[src/rtl/amp_power_sequencer.sv]
// Pop-free power sequencer for the class-D output stage: orders enable, mute
// release and gain ramps around run requests, lock state and hard faults.
module amp_power_sequencer #(
    parameter int GAIN_W     = 8,
    parameter int CNT_W      = 8,
    parameter int EN_DELAY   = 64,
    parameter int MUTE_DELAY = 16,
    parameter int RAMP_STEP  = 1
) (
    input  logic              clk,
    input  logic              reset,
    input  logic              tick,
    input  logic              run_req,
    input  logic              audio_locked,
    input  logic              fault,
    input  logic [GAIN_W-1:0] target_gain,
    output logic              nenable_out,
    output logic              nmute_out,
    output logic              pwm_run,
    output logic [GAIN_W-1:0] gain,
    output logic [2:0]        state,
    output logic              fault_flag
);

    typedef enum logic [2:0] {
        S_OFF       = 3'd0,
        S_PWR_UP    = 3'd1,
        S_UNMUTE    = 3'd2,
        S_RAMP_UP   = 3'd3,
        S_PLAY      = 3'd4,
        S_RAMP_DN   = 3'd5,
        S_MUTE_WAIT = 3'd6,
        S_PWR_DN    = 3'd7
    } state_t;

    localparam int EN_LD_I   = (EN_DELAY   < 1) ? 1 : EN_DELAY;
    localparam int MUTE_LD_I = (MUTE_DELAY < 1) ? 1 : MUTE_DELAY;
    localparam logic [CNT_W-1:0]  EN_LD   = CNT_W'(EN_LD_I);
    localparam logic [CNT_W-1:0]  MUTE_LD = CNT_W'(MUTE_LD_I);
    localparam logic [CNT_W-1:0]  CNT_ONE = CNT_W'(1);
    localparam logic [GAIN_W:0]   STEP_X  = (GAIN_W+1)'(RAMP_STEP);

    state_t              r_state, w_state_nxt;
    logic [CNT_W-1:0]    r_cnt, w_cnt_nxt, w_cnt_dec;
    logic [GAIN_W-1:0]   r_gain, w_gain_nxt;
    logic                r_nenable, r_nmute, r_pwm_run, r_fault_flag;
    logic                w_nenable_nxt, w_nmute_nxt, w_pwm_nxt, w_ff_nxt;
    logic                w_go, w_expire;
    logic [GAIN_W:0]     w_sum, w_gap;
    logic [GAIN_W-1:0]   w_inc, w_up, w_dn, w_toward;

    // Gain arithmetic is one bit wider so increments saturate instead of wrapping.
    always_comb begin
        w_sum = {1'b0, r_gain} + STEP_X;
        w_inc = w_sum[GAIN_W] ? '1 : w_sum[GAIN_W-1:0];
        w_up  = (w_inc > target_gain) ? target_gain : w_inc;
        w_gap = {1'b0, r_gain} - {1'b0, target_gain};
        w_dn  = ({1'b0, r_gain} <= STEP_X) ? '0 : r_gain - STEP_X[GAIN_W-1:0];
        if (r_gain < target_gain)
            w_toward = w_up;
        else if (w_gap <= STEP_X)
            w_toward = target_gain;
        else
            w_toward = r_gain - STEP_X[GAIN_W-1:0];
    end

    always_comb begin
        w_go        = run_req & audio_locked & ~r_fault_flag;
        w_expire    = tick & (r_cnt <= CNT_ONE);
        w_cnt_dec   = (tick && r_cnt != '0) ? r_cnt - CNT_ONE : r_cnt;
        w_state_nxt = r_state;
        w_cnt_nxt   = r_cnt;
        w_gain_nxt  = r_gain;
        w_ff_nxt    = r_fault_flag & (run_req | fault);

        if (fault) begin
            w_state_nxt = S_OFF;
            w_cnt_nxt   = '0;
            w_gain_nxt  = '0;
            w_ff_nxt    = 1'b1;
        end else begin
            // ~go is tested before any tick work so a stop never also moves gain.
            case (r_state)
                S_OFF: begin
                    if (w_go) begin
                        w_state_nxt = S_PWR_UP;
                        w_cnt_nxt   = EN_LD;
                    end
                end
                S_PWR_UP: begin
                    if (!w_go) begin
                        w_state_nxt = S_PWR_DN;
                        w_cnt_nxt   = EN_LD;
                    end else if (w_expire) begin
                        w_state_nxt = S_UNMUTE;
                        w_cnt_nxt   = MUTE_LD;
                    end else begin
                        w_cnt_nxt   = w_cnt_dec;
                    end
                end
                S_UNMUTE: begin
                    if (!w_go) begin
                        w_state_nxt = S_MUTE_WAIT;
                        w_cnt_nxt   = MUTE_LD;
                    end else begin
                        w_cnt_nxt = w_cnt_dec;
                        if (w_expire) w_state_nxt = S_RAMP_UP;
                    end
                end
                S_RAMP_UP: begin
                    if (!w_go) begin
                        w_state_nxt = S_RAMP_DN;
                    end else begin
                        w_gain_nxt = tick ? w_up : r_gain;
                        if (w_gain_nxt == target_gain) w_state_nxt = S_PLAY;
                    end
                end
                S_PLAY: begin
                    if (!w_go)     w_state_nxt = S_RAMP_DN;
                    else if (tick) w_gain_nxt  = w_toward;
                end
                S_RAMP_DN: begin
                    if (w_go) begin
                        w_state_nxt = S_RAMP_UP;
                    end else begin
                        w_gain_nxt = tick ? w_dn : r_gain;
                        if (w_gain_nxt == '0) begin
                            w_state_nxt = S_MUTE_WAIT;
                            w_cnt_nxt   = MUTE_LD;
                        end
                    end
                end
                S_MUTE_WAIT: begin
                    w_cnt_nxt = w_cnt_dec;
                    if (w_expire) begin
                        w_state_nxt = S_PWR_DN;
                        w_cnt_nxt   = EN_LD;
                    end
                end
                S_PWR_DN: begin
                    w_cnt_nxt = w_cnt_dec;
                    if (w_expire) w_state_nxt = S_OFF;
                end
                default: w_state_nxt = S_OFF;
            endcase
        end

        w_nenable_nxt = (w_state_nxt == S_OFF);
        w_pwm_nxt     = ~w_nenable_nxt;
        w_nmute_nxt   = (w_state_nxt inside {S_UNMUTE, S_RAMP_UP, S_PLAY, S_RAMP_DN});
        if (!(w_state_nxt inside {S_RAMP_UP, S_PLAY, S_RAMP_DN})) w_gain_nxt = '0;
    end

    always_ff @(posedge clk) begin
        if (reset) begin
            r_state      <= S_OFF;
            r_cnt        <= '0;
            r_gain       <= '0;
            r_nenable    <= 1'b1;
            r_nmute      <= 1'b0;
            r_pwm_run    <= 1'b0;
            r_fault_flag <= 1'b0;
        end else begin
            r_state      <= w_state_nxt;
            r_cnt        <= w_cnt_nxt;
            r_gain       <= w_gain_nxt;
            r_nenable    <= w_nenable_nxt;
            r_nmute      <= w_nmute_nxt;
            r_pwm_run    <= w_pwm_nxt;
            r_fault_flag <= w_ff_nxt;
        end
    end

    assign nenable_out = r_nenable;
    assign nmute_out   = r_nmute;
    assign pwm_run     = r_pwm_run;
    assign gain        = r_gain;
    assign state       = r_state;
    assign fault_flag  = r_fault_flag;

endmodule

[config.mk]
export PLATFORM = sky130hd
export DESIGN_NAME = amp_power_sequencer
export DESIGN_NICKNAME = d
export VERILOG_FILES = /design/src/rtl/amp_power_sequencer.sv
export SDC_FILE = /design/constraint.sdc
export NUM_CORES = 1
export LEC_CHECK = 0
export ABC_AREA = 1
export CAP_MARGIN = 20
export CORE_ASPECT_RATIO = 0.8
export CORE_MARGIN = 2
export CORE_UTILIZATION = 25
export DETAILED_ROUTE_END_ITERATION = 8
export PLACE_DENSITY_LB_ADDON = 0.15
export SYNTH_ARGS = -nofsm -noshare
export SYNTH_HDL_FRONTEND = slang
export SYNTH_SLANG_ARGS = --single-unit
[constraint.sdc]
create_clock -name clk -period 8.5 [get_ports clk]
set_clock_uncertainty 0.1 [all_clocks]
set_input_delay 0.85 -clock clk [delete_from_list [all_inputs] [get_ports clk]]
set_output_delay 0.85 -clock clk [all_outputs]
set_load 0.02 [all_outputs]
# Word level (Yosys, flattened, before mapping)
# Cells that the tools add are included.
# word_totals
elab_cells	91
regBits	23
inputBits	14
output_inout_bits	15
# op_classes
n_eq_ne	18
addsub	4
magnitude_cmp	5
mux	36
bitwise	8
reduce_logical	13
# op_table
cell	n
8-bit two-way mux	19
8-bit one-hot mux with 6 select lines	1
3-bit two-way mux	13
3-bit one-hot mux with 8 select lines	1
8-bit one-hot mux with 3 select lines	1
3-bit equality test (second input constant)	6
8-bit by 1-bit less-or-equal comparator with 1-bit output (second input constant)	2
8-bit by 1-bit subtractor with 8-bit output (second input constant)	2
3-bit by 2-bit equality test with 1-bit output (second input constant)	4
2-bit != test (second input constant)	6
8-bit by 1-bit adder with 9-bit output (second input constant)	1
9-bit by 1-bit less-or-equal comparator with 1-bit output (second input constant)	1
8-bit by 8-bit subtractor with 9-bit output	1
8-bit equality test	1
8-bit greater-than comparator	1
8-bit zero test	1
8-bit less-than comparator	1
8-bit nonzero test	1
3-bit zero test	2
3-bit nonzero test	2
6-bit nonzero test	1
5-bit AND reduction	1
1-bit AND	4
4-bit AND reduction	1
8 further kinds	10

# Longest topological paths before layout
# logic_depth
word_depth	14
ltp_mapped	31
mapped_depth_nobuf	31

# Least setup slack after synthesis
# OpenSTA, ideal clock, no wires.
# synth_timing
path_kind	reg2reg
from	reg r_gain[1], in the netlist gain[1]
to	reg r_gain[1], in the netlist gain[1]
arrival_time_ps	3068
slack_ps	5213
path_buffers	0
stages_incl_launch_ff	26
required_time_ps	8281
cell_sequence	dfxtp_1 -> ha_1 -> nand2_1 -> nor2_1 -> xor2_1 -> nand2_2 -> ha_1 -> nand2_1 -> nor2_2 -> nand2_1 -> nand2_4 -> nand2_8 -> o21ai_1 -> nand3_1 -> nand2_1 -> nand2_1 -> nand2_1 -> nand2_1 -> nor2_2 -> nand2_2 -> o21ai_0 -> nand2_1 -> nand2_1 -> nand2_2 -> nand3_4 -> nor2_2
# synth_via
elab_chain_len	14
elab_cells_between_ends	33
cone_classes	add/sub: 3; order compare: 4; eq/ne: 4; mux: 18; bitwise: 1; reduce/logical: 3
# synth_lines
element	line	source
start, declared	45	logic [GAIN_W-1:0] r_gain, w_gain_nxt;
start signal, assigned	166	r_gain <= w_gain_nxt;
8-bit by 1-bit adder with 9-bit output	54	w_sum = {1'b0, r_gain} + STEP_X;
8-bit two-way mux	55	w_inc = w_sum[GAIN_W] ? '1 : w_sum[GAIN_W-1:0];
8-bit greater-than comparator	56	w_up = (w_inc > target_gain) ? target_gain : w_inc;
8-bit two-way mux	56	
8-bit two-way mux	114	w_gain_nxt = tick ? w_up : r_gain;
8-bit equality test	115	if (w_gain_nxt == target_gain) w_state_nxt = S_PLAY;
3-bit two-way mux	115	
3-bit two-way mux	111	if (!w_go) begin
3-bit one-hot mux with 8 select lines	83	case (r_state)
3-bit two-way mux	76	if (fault) begin
3-bit by 2-bit equality test with 1-bit output or 3-bit equality test (tied branches)	151	if (!(w_state_nxt inside {S_RAMP_UP, S_PLAY, S_RAMP_DN})) w_gain_nxt = '0;
3-bit nonzero test	151	
1-bit inverter (no line)	-	
3-bit OR reduction (no line)	-	
# Several ways; a longest one is shown, not always the timed one. The select of a mux whose other input is x is not followed.
# A chain may end at the register's enable or synchronous reset.

# Worst setup path in the final report
# layout_timing
from	in target_gain[0]
to	reg r_gain[7], in the netlist gain[7]
# layout_via
elab_chain_len	12
elab_cells_between_ends	23
cone_classes	add/sub: 1; order compare: 3; eq/ne: 4; mux: 12; bitwise: 1; reduce/logical: 2
# layout_lines
element	line	source
start, declared	16	input logic [GAIN_W-1:0] target_gain,
8-bit greater-than comparator	56	
8-bit two-way mux	56	
8-bit two-way mux	114	
8-bit equality test	115	
3-bit two-way mux	115	
3-bit two-way mux	111	
3-bit one-hot mux with 8 select lines	83	
3-bit two-way mux	76	
3-bit by 2-bit equality test with 1-bit output or 3-bit equality test (tied branches)	151	
3-bit nonzero test	151	
1-bit inverter (no line)	-	
3-bit OR reduction (no line)	-	
# Several ways; a longest one is shown, not always the timed one. The select of a mux whose other input is x is not followed.

==> results_dict.tcl <==
set metrics [dict create \
    cts_tree "yes" \
    critPathMaxFanout 16 \
    synth_cell_types 47 \
    dr.pass1.iters 6 \
    finalHoldViolations 0 \
    first_iter_violations 230 \
    cts_buffers 3 \
    finalCoreUtilization_pct 29.7 \
    rrSetupSlack_ps 4680 \
    via_per_inst 4.79 \
    crit_slowest_cell "clkdlybuf4s50_1" \
    rsz0062_at_grt "no" \
    clock_sinks 23 \
    start_util_pct 25.4 \
    io_buffers 28 \
    clk_pin_slew_ps 70 \
    holdPathEnd "fault_flag" \
    stdcell_count 684 \
    netlist_area_sq_um 3080 \
    diodes 0 \
    io_pins 29 \
    min_period_ps 4050 \
    reg2reg_from "gain[1]" \
    final_antenna_net_count 0 \
    fin_tns_setup_ps 0 \
    postSynthCellCount 507 \
    critPathKind "in2reg" \
    vias 3279 \
    syn_area_per_cell_sq_um 6.08 \
    grt_util_all_layers_pct 15.0 \
    cts_htree_levels 1 \
    p_leak_nw 1.66 \
    vdd_drop_max_uv 75.9 \
    fillers 1342 \
    crit_required_ps 8600 \
    cts_buffer_depth 2 \
    dieArea_sq_um 13200 \
    synthToLayoutAreaGrowth_pct 16.9 \
    grt_start_max_net_pins 26 \
    dp_cells 680 \
    startpoint_type "input pin" \
    final_layout_size_suffix_gt1_share_pct 11.5 \
    min-delay-start "fault_flag" \
    ys_seq_area_share_pct 14.9 \
    worstPathArrival_ps 4150 \
    timing.rr.end "gain[1]" \
    hpwl_microns 7740 \
    ys_ff_latch 23 \
    drc 0 \
    routed_wl_microns 9660 \
    grt_pass1_wl_microns 15800 \
    maxCapViolCount 0 \
    nNetsFinal 570 \
    cpLargestDelayFamily "simple AND/OR/NAND/NOR gates" \
    powerDensity_nw_per_um2 81.6 \
    ys_async_sr_fraction_pct 0 \
    fp.dieW_microns 128 \
    synth_ff_type "dfxtp_1" \
    dieHeight_microns 103 \
    worstSetupEndpointType "flop" \
    syn_nets 544 \
    critPathMaxStageDelay_ps 590 \
    relSlewSlack_pct 33.4 \
    hold_buffers 0 \
    status "finished, final reports clean" \
    setup_viol 0 \
    fin_crit_sh_pct 47.6 \
    final_max_slew_viol_count 0 \
    core-area_sq_um 12100 \
    crit_chain "clkdlybuf4s50_1 > ha_1 > inv_1 > fa_1 > nand3_1 > nand2_1 > a21oi_1 > o21bai_1 > or2_1 > a21oi_1 > nand3_1 > o21ai_0 > nand3_1 > nand2_1 > nand2_1 > nor2_2" \
    ctsResizeCount 0 \
    grt_pass1_vias 3096 \
    synth-edff-count 0 \
    timing.fmax_mhz 247 \
    overflow 0 \
    antenna_found_initial 0 \
    postCtsSetupBuffers 0 \
    r2r_cells 29 \
    critPathBufInv 2 \
    place_congestion 0.857 \
    worstSkewPairLatency_ps 260 \
    hold_path_class "reg2reg" \
    root_buffer "clkbuf_16" \
    wl_per_cell_microns 14.1 \
    tightestPinTransition_ps 995 \
    core.rowCount 36 \
    holdPathStages 2 \
    ys_warn_count 0 \
]
[power by group]
group,switching (mW),internal [mW]
clock network,0.0427,0.0642
logic,0.0476,0.0271
registers,0.00236,0.110
total,0.0926,0.201
[tightest hold or removal path: stages, from the launching register on]
cell	delay (ps)
dfxtp_1	330
nand2_1	70
a21oi_1	50
[kinds of logic after synthesis]
group	Yosys count	share of synthesized area, %
simple gates	276	44.8
flops	23	14.9
compound gates	91	16.8
buf+inv	81	10.2
xor+xnor	13	3.69
fa+ha+maj	23	9.58
[sequential cells by signal (all words and copies together), names as in the netlist]
name and count:
r_cnt 8, fault_flag 1, nmute_out 1, nenable_out 1, pwm_run 1, gain 8, state 3
[per-layer routing]
metal / vias up / routed length, microns / global-route usage, %
li1: 1716 / - / -
met1: 1511 / 5190 / 22.3
met2: 50 / 4180 / 24.3
met3: 2 / 255 / 1.75
met4: 0 / 36 / 1.44
met5: - / 0 / 0
[area by class of cell]
cell class | count | area, sq um | area share (%)
Multi-Input combinational cell | 403 | 2310 | 64.1
Sequential cell | 23 | 460 | 12.8
Timing Repair Buffer | 30 | 295 | 8.19
Inverter | 72 | 270 | 7.50
Tap cell | 152 | 190 | 5.28
Clock buffer | 4 | 78.8 | 2.19
[synth_stat cells, types with 2 or more instances]
cell type	number	share of area [%]
nand2_4	2	0.73
a21o_1	2	0.49
nand4_1	3	0.61
nor4_1	3	0.61
o21bai_1	3	0.73
nor2_2	13	2.6
nand3_1	47	7.6
o221ai_1	3	0.85
a31oi_1	3	0.61
xnor2_1	5	1.4
clkbuf_1	3	0.37
o21ai_2	2	0.57
ha_1	22	8.9
nor3_1	8	1.3
nor2_1	53	6.5
clkinv_1	2	0.24
nand3_4	2	1.1
dfxtp_1	23	15
xor2_1	8	2.3
buf_2	4	0.65
or2_2	2	0.41
o21ai_1	7	1.1
o21ai_0	24	3.9
nand2_2	16	3.2
a21oi_1	36	5.8
nand2_1	110	13
nand3_2	8	2.6
inv_2	5	0.61
nand4_4	2	1.4
o211ai_1	5	1.2
inv_1	65	7.9
[cell usage in the layout, fill, tap and decap left out, types with 2 or more instances in the layout]
cell type | synthesis | layout
o21ai_0 | 24 | 24
xor2_1 | 8 | 8
nand2_1 | 110 | 110
o221ai_1 | 3 | 3
nand2_4 | 2 | 2
inv_2 | 5 | 5
a31oi_1 | 3 | 3
buf_4 | 1 | 2
nand2_2 | 16 | 16
a21oi_1 | 36 | 36
o21ai_1 | 7 | 7
clkinv_1 | 2 | 2
inv_1 | 65 | 65
or2_2 | 2 | 2
clkdlybuf4s50_1 | 0 | 28
nand3_1 | 47 | 47
clkbuf_16 | 0 | 3
nor3_1 | 8 | 8
xnor2_1 | 5 | 5
dfxtp_1 | 23 | 23
nor2_1 | 53 | 53
nand4_1 | 3 | 3
o21ai_2 | 2 | 2
nor4_1 | 3 | 3
nor2_2 | 13 | 13
nand3_2 | 8 | 8
nand4_4 | 2 | 2
o211ai_1 | 5 | 5
o21bai_1 | 3 | 3
a21o_1 | 2 | 2
ha_1 | 22 | 22
nand3_4 | 2 | 2
[worst max path at each step]
stage                     slack, ps      end      startpoint  cells past startpoint
final                          4450  gain[7]  target_gain[0]                     16
after global routing           4090  gain[1]  target_gain[0]                     16
after CTS                      4450  gain[0]  target_gain[0]                     16
after detailed placement       4190  gain[7]  target_gain[0]                     16
after global placement         4140  gain[3]  target_gain[0]                     16
after floorplan                5210  gain[1]         gain[1]                     25
[per-stage QoR]
step / setup WS [ps] / total power [mW] / instance area (sq um) / hold slack, ps
after floorplan: 5210 / 0.165 / 3080 / 366
after global placement: 4140 / 0.190 / 3520 / 384
after detailed placement: 4190 / 0.189 / 3520 / 388
after CTS: 4450 / 0.298 / 3600 / 402
after global routing: 4090 / 0.311 / 3600 / 434
final: 4450 / 0.294 / 3600 / 399
Note: power is estimated with default switching activity, not from simulation.
